--- src/rtl/cgr_kmer_dump_pkg.sv ---
// -----------------------------------------------------------------------------
// cgr_pkg
// Shared definitions for the CGR k-mer counter readout path.
//   K       : default k-mer length in symbols
//   ADDR_W  : count RAM address width, {x[K-1:0], y[K-1:0]}
//   CNT_W   : default width of one count word
//   state_e : scan FSM states
//   addr_to_sym : recovers symbol idx of a k-mer from its CGR address
// -----------------------------------------------------------------------------
package cgr_pkg;

   localparam int K      = 8;
   localparam int ADDR_W = 2 * K;
   localparam int CNT_W  = 16;

   typedef enum logic [2:0] {
      IDLE,
      READ,
      EVAL,
      EMIT,
      NEXT,
      DONE
   } state_e;

   // Bit idx of each address half holds symbol idx (bit 0 is the oldest).
   // The x half supplies the high symbol bit, the y half the low bit.
   // The optional k argument lets callers with a non-default K reuse it.
   function automatic logic [1:0] addr_to_sym(input logic [63:0] addr,
                                              input int          idx,
                                              input int          k = K);
      return {addr[k + idx], addr[idx]};
   endfunction

endpackage

--- src/rtl/cgr_kmer_dump_if.sv ---
// -----------------------------------------------------------------------------
// cgr_kmer_dump_if
// Symbol stream leaving the k-mer dump: one 2-bit symbol per beat, K beats
// per k-mer, framed by sym_first/sym_last, with the k-mer count alongside.
//   sym_valid  : beat valid (source)
//   sym_ready  : beat accepted (sink)
//   sym_out    : symbol {a,b}
//   sym_first  : first symbol of a k-mer
//   sym_last   : last symbol of a k-mer
//   kmer_count : count of the k-mer in flight, stable for the whole k-mer
// -----------------------------------------------------------------------------
interface cgr_kmer_dump_if #(
   parameter int CNT_W = cgr_pkg::CNT_W
) ();

   logic             sym_valid;
   logic             sym_ready;
   logic [1:0]       sym_out;
   logic             sym_first;
   logic             sym_last;
   logic [CNT_W-1:0] kmer_count;

   modport master (
      output sym_valid,
      input  sym_ready,
      output sym_out,
      output sym_first,
      output sym_last,
      output kmer_count
   );

   modport slave (
      input  sym_valid,
      output sym_ready,
      input  sym_out,
      input  sym_first,
      input  sym_last,
      input  kmer_count
   );

endinterface

--- src/rtl/cgr_kmer_dump_serializer.sv ---
// -----------------------------------------------------------------------------
// kmer_serializer
// Turns one latched CGR address into K symbols on a valid/ready stream,
// oldest symbol first.
//   CLK, RST : clock, asynchronous active-high reset
//   load     : capture addr/count and start emitting (one-cycle pulse)
//   addr     : CGR address of the k-mer to emit
//   count    : count to present on kmer_count for the whole k-mer
//   last_acc : the final symbol is being accepted this cycle
//   sym      : symbol stream (master side)
// -----------------------------------------------------------------------------
module kmer_serializer #(
   parameter int K     = cgr_pkg::K,
   parameter int CNT_W = cgr_pkg::CNT_W
) (
   input  logic               CLK,
   input  logic               RST,
   input  logic               load,
   input  logic [2*K-1:0]     addr,
   input  logic [CNT_W-1:0]   count,
   output logic               last_acc,
   cgr_kmer_dump_if.master    sym
);

   import cgr_pkg::addr_to_sym;

   localparam int IDX_W = (K > 1) ? $clog2(K) : 1;

   logic             active;
   logic [IDX_W-1:0] sym_idx;
   logic [2*K-1:0]   addr_q;
   logic [CNT_W-1:0] count_q;
   logic             is_last;

   assign is_last = (sym_idx == IDX_W'(K - 1));

   // NOTE: sequential state uses non-blocking assignments so every register
   // samples pre-edge values regardless of process ordering.
   always_ff @(posedge CLK or posedge RST) begin
      if (RST) begin
         active  <= 1'b0;
         sym_idx <= '0;
         addr_q  <= '0;
         count_q <= '0;
      end else if (load) begin
         active  <= 1'b1;
         sym_idx <= '0;
         addr_q  <= addr;
         count_q <= count;
      end else if (active && sym.sym_ready) begin
         if (is_last) begin
            active <= 1'b0;
         end else begin
            sym_idx <= sym_idx + 1'b1;
         end
      end
   end

   // Outputs are pure functions of held registers, so they cannot change
   // while the sink stalls.
   assign sym.sym_valid  = active;
   assign sym.sym_out    = active ? addr_to_sym(64'(addr_q), int'(sym_idx), K) : 2'b00;
   assign sym.sym_first  = active && (sym_idx == '0);
   assign sym.sym_last   = active && is_last;
   assign sym.kmer_count = count_q;
   assign last_acc       = active && sym.sym_ready && is_last;

endmodule

--- src/rtl/cgr_kmer_dump.sv ---
// -----------------------------------------------------------------------------
// cgr_kmer_dump
// Scans the CGR count RAM in ascending address order. Each address whose
// count is non-zero and >= threshold is decoded back to its k-mer and sent
// out as K symbols with its count. Optionally clears every scanned word.
//   CLK, RST    : clock, asynchronous active-high reset
//   start       : begin a scan (ignored while busy); latches threshold/clear_en
//   threshold   : minimum count to emit (0 behaves like 1)
//   clear_en    : write 0 to every scanned address
//   busy, done  : scan in progress / one-cycle completion pulse
//   ram_rd_en, ram_addr, ram_rd_data : synchronous RAM read (1-cycle latency)
//   ram_wr_en, ram_wr_data           : RAM clear write at ram_addr
//   sym         : k-mer symbol stream (master side)
// -----------------------------------------------------------------------------
module cgr_kmer_dump #(
   parameter int K     = cgr_pkg::K,
   parameter int CNT_W = cgr_pkg::CNT_W
) (
   input  logic               CLK,
   input  logic               RST,
   input  logic               start,
   input  logic [CNT_W-1:0]   threshold,
   input  logic               clear_en,
   output logic               busy,
   output logic               done,
   output logic               ram_rd_en,
   output logic [2*K-1:0]     ram_addr,
   input  logic [CNT_W-1:0]   ram_rd_data,
   output logic               ram_wr_en,
   output logic [CNT_W-1:0]   ram_wr_data,
   cgr_kmer_dump_if.master    sym
);

   localparam int ADDR_W = 2 * K;

   import cgr_pkg::*;

   state_e            state;
   state_e            state_nxt;

   // One spare bit so the scan counter can never wrap silently.
   logic [ADDR_W:0]   scan_addr;
   logic [CNT_W-1:0]  thr_q;
   logic              clr_q;

   logic [CNT_W-1:0]  thr_eff;
   logic              hit;
   logic              scan_end;
   logic              load;
   logic              last_acc;

   // Threshold 0 is treated as 1 so empty RAM words are never emitted.
   assign thr_eff  = (thr_q == '0) ? CNT_W'(1) : thr_q;
   assign hit      = (ram_rd_data != '0) && (ram_rd_data >= thr_eff);
   assign scan_end = (scan_addr[ADDR_W-1:0] == '1);

   // ---------------------------------------------------------------- state
   always_ff @(posedge CLK or posedge RST) begin
      if (RST) begin
         state <= IDLE;
      end else begin
         state <= state_nxt;
      end
   end

   // ----------------------------------------------------------- next state
   // NOTE: every combinational output gets a default first, so no path
   // leaves a signal unassigned and no latch is inferred.
   always_comb begin
      state_nxt = state;
      unique case (state)
         IDLE: if (start)    state_nxt = READ;
         READ:               state_nxt = EVAL;
         EVAL:               state_nxt = hit ? EMIT : NEXT;
         EMIT: if (last_acc) state_nxt = NEXT;
         NEXT:               state_nxt = scan_end ? DONE : READ;
         DONE:               state_nxt = IDLE;
         default:            state_nxt = IDLE;
      endcase
   end

   // -------------------------------------------------------------- outputs
   always_comb begin
      busy      = 1'b0;
      done      = 1'b0;
      ram_rd_en = 1'b0;
      ram_wr_en = 1'b0;
      load      = 1'b0;
      unique case (state)
         IDLE: ;
         READ: begin
            busy      = 1'b1;
            ram_rd_en = 1'b1;
         end
         EVAL: begin
            busy      = 1'b1;
            ram_wr_en = clr_q;
            load      = hit;
         end
         EMIT, NEXT: busy = 1'b1;
         DONE: begin
            busy = 1'b1;
            done = 1'b1;
         end
         default: ;
      endcase
   end

   assign ram_addr    = scan_addr[ADDR_W-1:0];
   assign ram_wr_data = '0;

   // ------------------------------------------------------------- datapath
   // Scan parameters are captured only when a scan is accepted, so a start
   // pulse during a scan neither restarts it nor changes its threshold.
   always_ff @(posedge CLK or posedge RST) begin
      if (RST) begin
         scan_addr <= '0;
         thr_q     <= '0;
         clr_q     <= 1'b0;
      end else if (state == IDLE && start) begin
         scan_addr <= '0;
         thr_q     <= threshold;
         clr_q     <= clear_en;
      end else if (state == NEXT && !scan_end) begin
         scan_addr <= scan_addr + 1'b1;
      end
   end

   kmer_serializer #(
      .K     (K),
      .CNT_W (CNT_W)
   ) u_ser (
      .CLK      (CLK),
      .RST      (RST),
      .load     (load),
      .addr     (scan_addr[ADDR_W-1:0]),
      .count    (ram_rd_data),
      .last_acc (last_acc),
      .sym      (sym)
   );

endmodule
--- src/flat_wrapper.sv ---
// flat-port wrapper written by rule: the top's interface ports become plain ports
module cgr_kmer_dump_flat import cgr_pkg::*;
#(
   parameter int K     = cgr_pkg::K,
   parameter int CNT_W = cgr_pkg::CNT_W
)
  (CLK, RST, start, threshold, clear_en, busy, done, ram_rd_en, ram_addr, ram_rd_data, ram_wr_en, ram_wr_data, sym_sym_valid, sym_sym_ready, sym_sym_out, sym_sym_first, sym_sym_last, sym_kmer_count);
  cgr_kmer_dump_if #(.CNT_W(CNT_W)) sym_i ();
  input  logic CLK;
  input  logic RST;
  input  logic start;
  input  logic [CNT_W-1:0] threshold;
  input  logic clear_en;
  output logic busy;
  output logic done;
  output logic ram_rd_en;
  output logic [2*K-1:0] ram_addr;
  input  logic [CNT_W-1:0] ram_rd_data;
  output logic ram_wr_en;
  output logic [CNT_W-1:0] ram_wr_data;
  output wire logic [$bits(sym_i.sym_valid)-1:0] sym_sym_valid;
  input wire logic [$bits(sym_i.sym_ready)-1:0] sym_sym_ready;
  output wire logic [$bits(sym_i.sym_out)-1:0] sym_sym_out;
  output wire logic [$bits(sym_i.sym_first)-1:0] sym_sym_first;
  output wire logic [$bits(sym_i.sym_last)-1:0] sym_sym_last;
  output wire logic [$bits(sym_i.kmer_count)-1:0] sym_kmer_count;
  assign sym_sym_valid = sym_i.sym_valid;
  assign sym_i.sym_ready = sym_sym_ready;
  assign sym_sym_out = sym_i.sym_out;
  assign sym_sym_first = sym_i.sym_first;
  assign sym_sym_last = sym_i.sym_last;
  assign sym_kmer_count = sym_i.kmer_count;
  cgr_kmer_dump #(.K(K), .CNT_W(CNT_W)) u_core (.CLK(CLK), .RST(RST), .start(start), .threshold(threshold), .clear_en(clear_en), .busy(busy), .done(done), .ram_rd_en(ram_rd_en), .ram_addr(ram_addr), .ram_rd_data(ram_rd_data), .ram_wr_en(ram_wr_en), .ram_wr_data(ram_wr_data), .sym(sym_i));
endmodule
--- config.mk ---
export PLATFORM = sky130hd
export DESIGN_NAME = cgr_kmer_dump_flat
export DESIGN_NICKNAME = d
export VERILOG_FILES = /design/src/rtl/cgr_kmer_dump_pkg.sv /design/src/rtl/cgr_kmer_dump_if.sv /design/src/rtl/cgr_kmer_dump_serializer.sv /design/src/rtl/cgr_kmer_dump.sv /design/src/flat_wrapper.sv
export SDC_FILE = /design/constraint.sdc
export NUM_CORES = 1
export LEC_CHECK = 0
export ABC_AREA = 1
export CORE_MARGIN = 2
export CORE_UTILIZATION = 30
export DETAILED_ROUTE_END_ITERATION = 10
export MAX_ROUTING_LAYER = met4
export SETUP_SLACK_MARGIN = 0.02
export SLEW_MARGIN = 10
export SYNTH_ARGS = -nofsm -noshare
export SYNTH_HDL_FRONTEND = slang
export SYNTH_HIERARCHICAL = 1
export SYNTH_SLANG_ARGS = --single-unit
export TNS_END_PERCENT = 20
--- constraint.sdc ---
create_clock -name CLK -period 4.25 [get_ports CLK]
set_input_delay 0.85 -clock CLK [delete_from_list [all_inputs] [get_ports CLK]]
set_output_delay 0.85 -clock CLK [all_outputs]
set_load 0.02 [all_outputs]
==> qor.csv <==
stage,metric,value,unit
global_route,all-layer global routing usage,15.6,%
clock_network,Post-CTS Setup Repair Bufs,0,
global_route,first-pass GRT wire length,17200,um
sta,endpoints failing setup,0,
logic_synthesis,Mapped Cells,520,
power,switching pwr,1.24,mW
sta,"Slew Viols, Final",0,
sta,TNS Setup,0,ps
setup_path,Top delay family on crit path,buffers and inverters,
sta,RSZ-0062 raised after global routing,false,
cells_and_area,layout cells sized above 1,4.83,%
setup_path,WP depth,16,
power,Final Power,3.17,mW
setup_path,Worst setup EP type,flip-flop,
power,sequential cell fraction of total power,33.5,%
setup_path,CP Cell Sequence,clkdlybuf4s50_1 > ha_1 > nand2_1 > inv_1 > nand2_1 > nor2_1 > nor2_1 > nand2_1 > nand2_1 > nand2_1 > nand3_1 > inv_1 > buf_4 > nor2_1 > nand2_1 > o21ai_0,
setup_path,Worst EP required,4450,ps
floorplan,core area,13200,sq um
hold_path,min-delay worst type,reg2reg,
clock_network,htree depth,3,
logic_synthesis,mapped cell area,4020,sq um
global_route,initial antenna violation count,0,
detailed_routing,final WL,10200,um
detailed_routing,iteration-0 DRC count of the detailed router,330,
global_route,met3 usage,2.52,%
sta,skew final,5.31,ps
floorplan,IO Pins,94,
sta,Period minus WS final,3090,ps
detailed_routing,DR pass1 iterations,5,
sta,worst slew pin tran,533,ps
power,Internal,1.94,mW
global_route,GRT busiest layer,met2,
floorplan,num rows,42,
placement,GP Congestion,0.892,
floorplan,initial core utilization,30.5,%
global_route,vias in the first global route,3435,
sta,final cycle utilization of the critical path,72.8,%
setup_path,"slowest stage cell, crit path",clkdlybuf4s50_1,
setup_path,worst r2r path cells,16,
logic_synthesis,post-synthesis sequential area ratio,44.8,%
cells_and_area,Finished Cell Area,5170,sq um
detailed_routing,number of remaining DRC errors,0,
clock_network,CTS-repair resized insts,0,
global_route,met1 global-route usage,20.8,%
placement,Post-DP HPWL,7730,um
detailed_routing,via count,3504,
power,VDD IR-drop max,0.210,mV
flow_run,Max-cap violations,0,
cells_and_area,"most common cell after layout, fill and taps aside",nand2_1,
sta,hold_ws,476,ps
power,Net Sw Frac,39.0,%
detailed_routing,post-DR vias/cell,4.51,
clock_network,CTS tree,built,
sta,relative slew slack,64.4,%
power,leakage,2.47,nW
power,Pwr Density,614,nW/um^2
floorplan,die height,120,um
global_route,GRT overflow,0,
setup_path,CP max stage delay,460,ps
logic_synthesis,post-synthesis average cell area,7.73,sq um
power,Logic pwr share,42.8,%
cells_and_area,antenna cells,0,
power,Clock power frac,23.7,%
detailed_routing,Final ANT Viol Nets,0,
setup_path,CP max FO,33,
outcome,status,"complete, no violations",
cells_and_area,most frequent cells in the layout,"nand2_1, clkdlybuf4s50_1, dfrtp_1",
global_route,largest net degree at the start of global routing,40,
setup_path,Setup CP Type,in2reg,
logic_synthesis,count of different cell masters after synthesis,31,
hold_path,hold depth,2,
setup_path,most frequent CP cell,nand2_1,
global_route,met2 usage,23.5,%
setup_path,"setup slack, reg-to-reg",1360,ps
clock_network,hold-fix buffers at CTS,0,
setup_path,CP startpoint kind,input pin,
setup_path,"Buf+Inv Stages, Crit Path",4,
clock_network,CTS sink count,72,
detailed_routing,Routed wire per std cell,13.1,um
logic_synthesis,"flops & latches, synth",72,
placement,Buffers on Ports,77,
cells_and_area,Layout area overhead,28.5,%
sta,Final Hold Violating Endpoints,0,
placement,dpl cell area,4870,sq um
clock_network,root buffer cell,clkbuf_16,
placement,Placed Cells,761,
sta,Max Freq,0.323,GHz
setup_path,crit path DAT,3290,ps
clock_network,Clock Path Buffers,2,
cells_and_area,Final Net Count,653,
floorplan,die area,14300,sq um
cells_and_area,fin cells,777,
logic_synthesis,synth warn,6,
clock_network,cts bufs inserted,9,
floorplan,width of the die,120,um
clock_network,clock latency on the worst-skew pair,330,ps
clock_network,Clock transition at path regs,50,ps
## cell type report
cell class | count | area (sq um)
tap | 176 | 220
sequential | 72 | 1800
clock inverter | 3 | 40.0
multi-input combinational | 360 | 1780
timing repair buffer | 80 | 793
inverter | 73 | 274
fill | 1311 | 8020
clock buffer | 13 | 260
## synth_stat cells
master | instances | area, sq um
ha_1 | 20 | 250
o41ai_1 | 1 | 8.76
o31ai_1 | 4 | 30.0
or2_2 | 1 | 6.26
nand2_2 | 3 | 18.8
a21oi_1 | 12 | 60.1
inv_1 | 70 | 263
nor3_2 | 1 | 10.0
clkbuf_2 | 1 | 5.00
nor2_2 | 1 | 6.26
buf_4 | 19 | 143
xnor2_1 | 1 | 8.76
buf_6 | 4 | 45.0
nor2_4 | 1 | 11.3
o21ai_1 | 3 | 15.0
inv_2 | 3 | 11.3
conb_1 | 1 | 3.75
nand4_1 | 14 | 87.6
o21ai_0 | 46 | 230
nor2_1 | 33 | 124
nand2_1 | 166 | 623
nand3b_1 | 3 | 22.5
nand3_1 | 17 | 85.1
dfrtp_1 | 72 | 1800
nor4_1 | 3 | 18.8
nor3_1 | 6 | 30.0
xor2_1 | 4 | 35.0
a22o_1 | 1 | 8.76
buf_2 | 6 | 30.0
nand3_2 | 2 | 20.0
nor3b_1 | 1 | 7.51
## cells by family (layout without fill, tap and decap cells)
family	count (synthesis)	count (layout)	synth area share, %
other cells	1	16	0.0933
flops	72	72	44.8
xor+xnor	5	5	1.09
simple gates	252	252	26.6
fa+ha+maj	20	20	6.22
buf+inv	103	169	12.4
compound gates	67	67	8.78
## metrics by stage
step	setup WS, ps	utilization (%)
3_5_place_dp	824	36.9
6_report	1160	39.2
5_1_grt	851	39.2
3_3_place_gp	929	36.9
4_1_cts	1160	39.2
2_1_floorplan	1990	-
## worst paths after layout
kind / startpoint / end
max in group asynchronous: RST / u_core/thr_q[15]
max reg2reg: u_core/thr_q[12] / u_core/u_ser/sym_idx[1]
min reg2reg: u_core/u_ser/sym.kmer_count[14] / u_core/u_ser/sym.kmer_count[14]
max: ram_rd_data[7] / u_core/u_ser/sym_idx[1]
min in group asynchronous: RST / u_core/u_ser/addr_q[6]
min: u_core/u_ser/sym.kmer_count[14] / u_core/u_ser/sym.kmer_count[14]
## metal layers
layer / up-vias / share of wire, % / wire [um]
li1: 1778 / - / -
met1: 1630 / 49 / 4950
met2: 83 / 46 / 4690
met3: 13 / 3.7 / 377
met4: 0 / 1.7 / 172
met5: - / 0 / 0
## sequential cells by signal (all words and copies together), names as in the netlist
register / cells
u_core/clr_q: 1
u_core/scan_addr: 16
u_core/state: 3
u_core/thr_q: 16
u_core/u_ser/addr_q: 16
u_core/u_ser/sym.kmer_count: 16
u_core/u_ser/sym.sym_valid: 1
u_core/u_ser/sym_idx: 3
## power groups by stage
stage,sequential (mW),combinational (mW),clock [mW]
detailed placement,1.08,1.36,0
global placement,1.06,1.33,0
finish,1.06,1.36,0.751
global route,1.10,1.55,0.801
CTS,1.07,1.37,0.775
floorplan,1.13,0.851,0
## worst min-delay path: stages (launching register included)
cell and delay (ps):
dfrtp_1 340, nand2_1 60, nand2_1 50
Power figures use the tool's default switching activity.
